$ cat src/rtl/mem_request_sequencer.sv
// mem_request_sequencer
//   Request front-end for the memory controller. Byte load/store requests from
//   the core are buffered in a small FIFO. They are then issued one at a time
//   on the controller strobes, and each request gets exactly one response pulse.
//
// Ports
//   clk, rst               clock (rising edge), asynchronous active-high reset
//   req_valid/req_ready    core request handshake
//   req_we/addr/wdata      request payload (1 = store)
//   rsp_valid/we/rdata/err one-cycle response pulse, no back-pressure
//   seq_busy               sequencer has work (FSM active or FIFO non-empty)
//   mc_wr_req/mc_rd_req    controller strobes, held HOLD_CYCLES cycles
//   mc_addr/mc_data_in     controller address / write data (0 when idle)
//   mc_data_out            controller read data, captured in WAIT
//   mc_busy/full/empty     controller status
//
// Handshake: a request transfers on every rising clk edge where
// req_valid && req_ready. req_ready depends only on the FIFO occupancy, so a
// full FIFO never accepts, even if it pops in the same cycle. The core must
// hold the payload stable while req_valid is high and not yet accepted.
module mem_request_sequencer #(
  parameter int DEPTH       = 4,
  parameter int HOLD_CYCLES = 2,
  parameter int TIMEOUT     = 64
) (
  input  logic        clk,
  input  logic        rst,
  input  logic        req_valid,
  output logic        req_ready,
  input  logic        req_we,
  input  logic [10:0] req_addr,
  input  logic [7:0]  req_wdata,
  output logic        rsp_valid,
  output logic        rsp_we,
  output logic [7:0]  rsp_rdata,
  output logic        rsp_err,
  output logic        seq_busy,
  output logic        mc_wr_req,
  output logic        mc_rd_req,
  output logic [10:0] mc_addr,
  output logic [7:0]  mc_data_in,
  input  logic [7:0]  mc_data_out,
  input  logic        mc_busy,
  input  logic        mc_full,
  input  logic        mc_empty
);

  localparam int PW = $clog2(DEPTH);
  localparam int CW = PW + 1;
  localparam int HW = $clog2(HOLD_CYCLES) + 1;
  localparam int TW = $clog2(TIMEOUT + 1);
  localparam logic [CW-1:0] FULL_COUNT = CW'(DEPTH);
  localparam logic [HW-1:0] HOLD_LAST  = HW'(HOLD_CYCLES - 1);
  localparam logic [TW-1:0] TMO_LIMIT  = TW'(TIMEOUT);

  typedef enum logic [1:0] {IDLE, ISSUE, WAIT, RESP} state_t;

  state_t        state;
  state_t        state_next;

  // FIFO entry layout: {we, addr[10:0], wdata[7:0]}
  logic [19:0]   fifo_mem [DEPTH];
  logic [PW-1:0] wr_ptr;
  logic [PW-1:0] rd_ptr;
  logic [CW-1:0] count;
  logic [19:0]   head;
  logic          push;
  logic          pop;

  logic          cmd_we;
  logic [10:0]   cmd_addr;
  logic [7:0]    cmd_wdata;
  logic [7:0]    rdata_q;
  logic          err_q;
  logic [HW-1:0] hold_cnt;
  logic [TW-1:0] tmo_cnt;

  logic          refuse;
  logic          finish_ok;
  logic          finish_tmo;
  logic          cmd_active;

  // ---------------- request FIFO ----------------
  assign req_ready = (count != FULL_COUNT);
  assign push      = req_valid && req_ready;
  assign head      = fifo_mem[rd_ptr];

  // Storage needs no reset: entries are only read when count says they exist.
  always_ff @(posedge clk) begin
    if (push) fifo_mem[wr_ptr] <= {req_we, req_addr, req_wdata};
  end

  always_ff @(posedge clk or posedge rst) begin
    if (rst) begin
      wr_ptr <= '0;
      rd_ptr <= '0;
      count  <= '0;
    end else begin
      if (push) wr_ptr <= wr_ptr + PW'(1);
      if (pop)  rd_ptr <= rd_ptr + PW'(1);
      case ({push, pop})
        2'b10:   count <= count + CW'(1);
        2'b01:   count <= count - CW'(1);
        default: count <= count;
      endcase
    end
  end

  // ---------------- sequencing FSM ----------------
  always_comb begin
    state_next = state;
    pop        = 1'b0;
    refuse     = 1'b0;
    finish_ok  = 1'b0;
    finish_tmo = 1'b0;
    case (state)
      IDLE: begin
        if (count != '0) begin
          pop = 1'b1;
          // A store into a full controller or a load from an empty one is
          // answered with an error without ever touching the controller.
          refuse     = head[19] ? mc_full : mc_empty;
          state_next = refuse ? RESP : ISSUE;
        end
      end
      ISSUE: begin
        if (hold_cnt == HOLD_LAST) state_next = WAIT;
      end
      WAIT: begin
        if (!mc_busy) begin
          finish_ok  = 1'b1;
          state_next = RESP;
        end else if (tmo_cnt == TMO_LIMIT) begin
          // TIMEOUT busy cycles already counted; this is the one past the limit.
          finish_tmo = 1'b1;
          state_next = RESP;
        end
      end
      RESP:    state_next = IDLE;
      default: state_next = IDLE;
    endcase
  end

  always_ff @(posedge clk or posedge rst) begin
    if (rst) begin
      state     <= IDLE;
      cmd_we    <= 1'b0;
      cmd_addr  <= '0;
      cmd_wdata <= '0;
      rdata_q   <= '0;
      err_q     <= 1'b0;
      hold_cnt  <= '0;
      tmo_cnt   <= '0;
    end else begin
      state <= state_next;
      if (pop) begin
        {cmd_we, cmd_addr, cmd_wdata} <= head;
        err_q   <= refuse;
        rdata_q <= '0;
      end
      if (state == ISSUE) hold_cnt <= hold_cnt + HW'(1);
      else                hold_cnt <= '0;
      if (state == WAIT) begin
        if (mc_busy && !finish_tmo) tmo_cnt <= tmo_cnt + TW'(1);
      end else begin
        tmo_cnt <= '0;
      end
      if (finish_ok) begin
        err_q   <= 1'b0;
        rdata_q <= cmd_we ? 8'h00 : mc_data_out;
      end
      if (finish_tmo) begin
        err_q   <= 1'b1;
        rdata_q <= 8'h00;
      end
    end
  end

  // ---------------- outputs ----------------
  // Strobes decode straight from the state register so an asynchronous reset
  // drops them immediately.
  assign cmd_active = (state == ISSUE) || (state == WAIT);
  assign mc_wr_req  = (state == ISSUE) && cmd_we;
  assign mc_rd_req  = (state == ISSUE) && !cmd_we;
  assign mc_addr    = cmd_active ? cmd_addr : 11'h000;
  assign mc_data_in = cmd_active ? cmd_wdata : 8'h00;

  assign rsp_valid  = (state == RESP);
  assign rsp_we     = rsp_valid && cmd_we;
  assign rsp_rdata  = rsp_valid ? rdata_q : 8'h00;
  assign rsp_err    = rsp_valid && err_q;
  assign seq_busy   = (state != IDLE) || (count != '0);

endmodule

$ cat config.mk
export PLATFORM = sky130hd
export DESIGN_NAME = mem_request_sequencer
export DESIGN_NICKNAME = d
export VERILOG_FILES = /design/src/rtl/mem_request_sequencer.sv
export SDC_FILE = /design/constraint.sdc
export NUM_CORES = 1
export LEC_CHECK = 0
export ABC_AREA = 0
export ABC_CLOCK_PERIOD_IN_PS = 3700
export CORE_ASPECT_RATIO = 1.4
export CORE_UTILIZATION = 45
export DETAILED_ROUTE_END_ITERATION = 10
export HOLD_SLACK_MARGIN = 0.12
export PLACE_DENSITY = 0.67
export SYNTH_ARGS = -nofsm -noshare
export SYNTH_HDL_FRONTEND = slang
export SYNTH_SLANG_ARGS = --single-unit
$ cat constraint.sdc
create_clock -name clk -period 3.7 [get_ports clk]
set_input_delay 0.74 -clock clk [delete_from_list [all_inputs] [get_ports clk]]
set_output_delay 0.74 -clock clk [all_outputs]
set_load 0.05 [all_outputs]
Word-level counts from Yosys, hierarchy flattened

Memory sizes are Yosys's and may differ from the RTL's.
Cells that the tools add are included.
W data, S select, Z words.

Bits in writable memories: 80
Flip-flop bits (word level): 47
Memories: 1
Bits of input ports: 34

Memory list:

| name     | depth | bits a word | read ports | clocked after memory_dff | wr ports | line | RTL |
|---|---|---|---|---|---|---|---|
| fifo_mem | 4     | 20          | 1          | 0                        | 1        | 62   | `logic [19:0] fifo_mem [DEPTH];` |

Multiplexer cells: 32
$add $sub $neg: 6
Reductions and logical operators: 16
Equal/unequal tests: 12

Operators by type and width:

| cell                  | number |
|---|---|
| $mux W8               | 6 |
| $mux W1               | 15 |
| $mux W7               | 2 |
| $mux W2               | 6 |
| $mux W11              | 1 |
| $pmux W2 S4           | 1 |
| $add A7 B1 Y7 const B | 1 |
| $eq A7 B7 Y1 const B  | 1 |
| $add A2 B1 Y2 const B | 3 |
| $eq A2 B1 Y1 const B  | 3 |
| $eq A2 B2 Y1 const B  | 3 |
| $logic_and A1 B1 Y1   | 6 |
| $ne A3 B3 Y1 const B  | 2 |
| $pmux W3 S2           | 1 |
| $reduce_bool A3 Y1    | 2 |
| $ne A2 B2 Y1 const B  | 2 |
| $reduce_bool A2 Y1    | 2 |
| $add A3 B1 Y3 const B | 1 |
| $reduce_and A3 Y1     | 1 |
| $sub A3 B1 Y3 const B | 1 |
| $logic_not A1 Y1      | 2 |
| $logic_not A2 Y1      | 1 |
| $logic_or A1 B1 Y1    | 2 |
| $ne A2 B1 Y1 const B  | 1 |

Longest topological paths before layout

Gate-level depths: netlist of the first run.

Depth after elaboration: 8
Gate-level depth with buffers: 11

Least setup slack after synthesis of the first run

OpenSTA, ideal clock, no wires.

Path type: register to register
From: register count[0]
To: register count[2]
Path slack: 1.258 ns
Path buffers: 0
Arrival: 2.363 ns
Cell stages (with the launch flop): 11
Cell sequence: dfrtp_1 -> inv_1 -> nand3_1 -> and2_1 -> inv_1 -> ha_1 -> inv_1 -> fa_1 -> xor2_1 -> nor2_1 -> xor2_1

Elaborated cells between the ends (all ways): 11
Those cells by class: 2 x add/sub; 3 x eq/ne; 3 x mux; 3 x reduce/logical

RTL lines:

| item                                              | line | RTL |
|---|---|---|
| from (decl)                                       | 65   | `logic [CW-1:0] count;` |
| from (signal assigned)                            | 102  | `2'b10: count <= count + CW'(1);` |
| from (signal assigned)                            | 103  | `2'b01: count <= count - CW'(1);` |
| from (signal assigned)                            | 104  | `default: count <= count;` |
| $ne A3 B3 Y1 *                                    | 84   | `assign req_ready = (count != FULL_COUNT);` |
| net req_ready                                     | 29   | `output logic req_ready,` |
| $logic_and A1 B1 Y1 *                             | 85   | `assign push = req_valid && req_ready;` |
| $eq A2 B1 Y1 or $eq A2 B2 Y1 (tied branches)      | 101  | `case ({push, pop})` |
| $pmux W3 S2 or $reduce_bool A2 Y1 (tied branches) | -    |  |

The timed path passes the listed nets; every way through them passes the cells marked *.
A chain may end at the register's enable or synchronous reset.

Worst setup path after layout of the first run

From: register state[0]
To: output mc_addr[3]

Longest elaborated chain between the ends: 3
Elaborated cells between the ends (all ways): 4
Those cells by class: 2 x eq/ne; 1 x mux; 1 x reduce/logical

Ends and longest elaborated chain:

| item                                         | line | RTL |
|---|---|---|
| from (decl)                                  | 58   | `state_t state;` |
| from (signal assigned)                       | 155  | `state <= state_next;` |
| $eq A2 B1 Y1 or $eq A2 B2 Y1 (tied branches) | 182  | `assign cmd_active = (state == ISSUE) \|\| (state == WAIT);` |
| $logic_or A1 B1 Y1 *                         | 182  |  |
| $mux W11 *                                   | 185  | `assign mc_addr = cmd_active ? cmd_addr : 11'h000;` |
| to (decl)                                    | 40   | `output logic [10:0] mc_addr,` |

Mark *: on every way between the ends. The rest lies on a longest branch, timed or not.

==> results.json, run 1 <==
{
  "grt.total_usage_pct": 18.31,
  "finalMaxSlewViolations": 0,
  "cts_root_buffer": "clkbuf_16",
  "critPathMaxFanout": 20,
  "cts_tree": "yes",
  "ys.flop_type": "edfxtp_1",
  "antennaDiodeCount": 0,
  "cts_sinks": 127,
  "yosysMostFrequentCell": "edfxtp_1",
  "cp.arrival_ps": 2620,
  "cts_resized": 0,
  "fill_cells": 900,
  "drt-total-wl_mm": 9.865,
  "portBuffers": 67,
  "grt_remaining_overflow": 0,
  "multi_input_area_um2": 1529,
  "syn_area_um2": 5204,
  "finalCritPeriodShare_pct": 90.74,
  "grt_first_pass_wirelength_mm": 16.01,
  "fin_worst_skew_ps": 7.661,
  "ys_warn_count": 0,
  "reg2reg_from": "state[0]$_DFFE_PP0P_",
  "yosys-top-cells-count": "edfxtp_1, nand2_1, dfrtp_1",
  "power.density_nw_per_um2": 952.7,
  "ys_seq_area_share_pct": 68.77,
  "cp-start-kind": "flop",
  "cp-startpoint": "state[0]$_DFFE_PP0P_",
  "async_flop_share_pct": 37.01,
  "netlist_instances": 345,
  "crit_required_ps": 2960,
  "synth_cell_types": 31,
  "grt_use_met3_pct": 5.223,
  "p_leak_nw": 2.702,
  "firstDrtPassIters": 5,
  "grt_pass1_vias": 3129,
  "hold_class": "flop to flop",
  "worst_slew_pin_slew_ps": 1005,
  "hp-start": "hold_cnt[0]$_DFF_PP0_",
  "synthTopCellsByArea": "edfxtp_1, dfrtp_1, mux4_2",
  "drc": 0,
  "start_util_pct": 46.13,
  "drv_cap": 0,
  "place_congestion": 0.7874,
  "grt.met1_usage_pct": 21.23,
  "syn_nets": 393,
  "drive_gt1_share_pct": 14.06,
  "post-route-min-period_ps": 3357,
  "avgViaCountPerCell": 5.171,
  "setup_viol": 0,
  "synth_largest_area_cell": "edfxtp_1",
  "grt_max_degree": 48,
  "rsz0062_at_grt": "no",
  "die_w_um": 92.89,
  "place_area_um2": 6078,
  "critPathCaptureType": "output pin",
  "status": "complete, no violations",
  "finish.instance_area_um2": 6759,
  "boundaryPins": 68,
  "final_nets": 476,
  "slew_headroom_pct": 32.92,
  "finalSetupTns_ps": 0,
  "post_cts_buffers": 0,
  "drt_iter0_markers": 149,
  "hold_buffers": 0,
  "die_area_um2": 12000,
  "die_h_um": 129.2,
  "regArea_um2": 3578,
  "synth-edff-count": 80,
  "core.rowCount": 46,
  "whs_ps": 423.1,
  "htreeDepth": 4,
  "avgRoutedWirePerCell_um": 16.86,
  "ir_worst_vdd_mv": 0.3705,
  "path_class": "flop to output pin",
  "worstSkewPairLatency_ps": 400,
  "vias": 3025,
  "antenna_left": 0,
  "core_area_um2": 11280,
  "cts.path.max_buffers": 2,
  "yosys.area.top_type_share_pct": 46.16,
  "synth_seq_cells": 127,
  "finalHoldViolCount": 0,
  "syn_to_final_growth_pct": 29.89,
  "met2_usage_pct": 31.96,
  "numCtsBuffers": 17,
  "finalPower_mw": 6.439,
  "clk_pin_slew_ps": 50,
  "post-dp-hpwl_mm": 6.091,
  "busiest_layer": "met2",
  "syn_avg_cell_area_um2": 15.08,
  "antenna_found_initial": 0,
  "fmax_mhz": 297.9
}
-- metal layers --
metal  part of all wire (%)  up-vias
li1                       -     1400
met1                     41     1543
met2                     54       71
met3                    3.7       11
met4                    1.7        0
met5                      0        -
-- registers in the layout (all words and copies together), names as in the netlist --
| register | flops |
|---|---|
| err_q | 1 |
| rd_ptr | 2 |
| count | 3 |
| rdata_q | 8 |
| hold_cnt | 2 |
| cmd_we | 1 |
| state | 2 |
| fifo_mem | 80 |
| tmo_cnt | 7 |
| cmd_wdata | 8 |
| wr_ptr | 2 |
| cmd_addr | 11 |
-- cell families (layout without fill, tap and decap cells) --
family	Yosys count	after routing	share of synthesized area (%)
AOI/OAI and AO/OA	16	16	2.429
xor gates and xnor gates	10	10	1.683
adders and majority gates	14	14	3.511
buffers and inverters	27	123	2.020
DFF	127	127	68.77
muxes	29	29	10.51
and+or+nand+nor	122	122	11.08
-- layout by cell type, fill, tap and decap left out, types with 2 or more instances in the layout --
cell type         n
clkdlybuf4s50_1  67
and2_1           33
bufinv_16         6
inv_1            15
clkbuf_8          3
mux2i_1           7
nor2_1           11
nand2_1          64
xor2_1            5
clkbuf_16        17
clkbuf_1          2
and3_1            5
nand4_1           4
xnor2_1           5
clkinv_2          2
mux4_2           20
buf_4             8
o21ai_0           2
dfrtp_1          47
edfxtp_1         80
ha_1             13
a22o_1            8
-- path summary, 6_finish.rpt --
check,to,slack [ps],depth (start not counted)
min in group asynchronous,cmd_wdata[3]$_DFFE_PP0P_,900,2
max in group asynchronous,cmd_addr[4]$_DFFE_PP0P_,2160,2
setup / recovery,mc_addr[3],340,4
setup reg to reg,count[2]$_DFFE_PP0P_,1080,12
hold / removal,hold_cnt[0]$_DFF_PP0_,420,1
hold reg to reg,hold_cnt[0]$_DFF_PP0_,420,1
-- area by class of cell --
class                      count  share of cell area (%)
clock inverter                10                   3.054
clock buffer                  22                   7.016
tap                          144                   2.666
inverter                      16                  0.8886
timing repair buffer          75                   10.81
sequential                   127                   52.94
multi-input combinational    191                   22.62
-- critical path, cell delays in order, from the launching register on --
cell	delay [ps]
dfrtp_1	370
inv_1	100
ha_1	700
and2_1	240
clkdlybuf4s50_1	810
-- report_power, final --
group	internal (mW)	switching (mW)	total (mW)
Sequential	1.93	0.211	2.14
Clock	1.32	0.566	1.88
Combinational	0.938	1.48	2.41
-- metrics by stage --
step	setup WS [ps]	utilization, %	instances
2_1_floorplan	1258	-	345
3_3_place_gp	813.8	53.88	553
3_5_place_dp	751.0	53.88	553
4_1_cts	309.6	59.92	585
5_1_grt	222.2	59.92	585
6_report	342.7	59.92	585
Power figures use the tool's default switching activity.
==> run 2: changes to the inputs <==
Settings changed: HOLD_SLACK_MARGIN 0.12 to not set.
==> results of run 2 <==
Same layout as run 1: the final DEF is identical, and so are final timing and power.
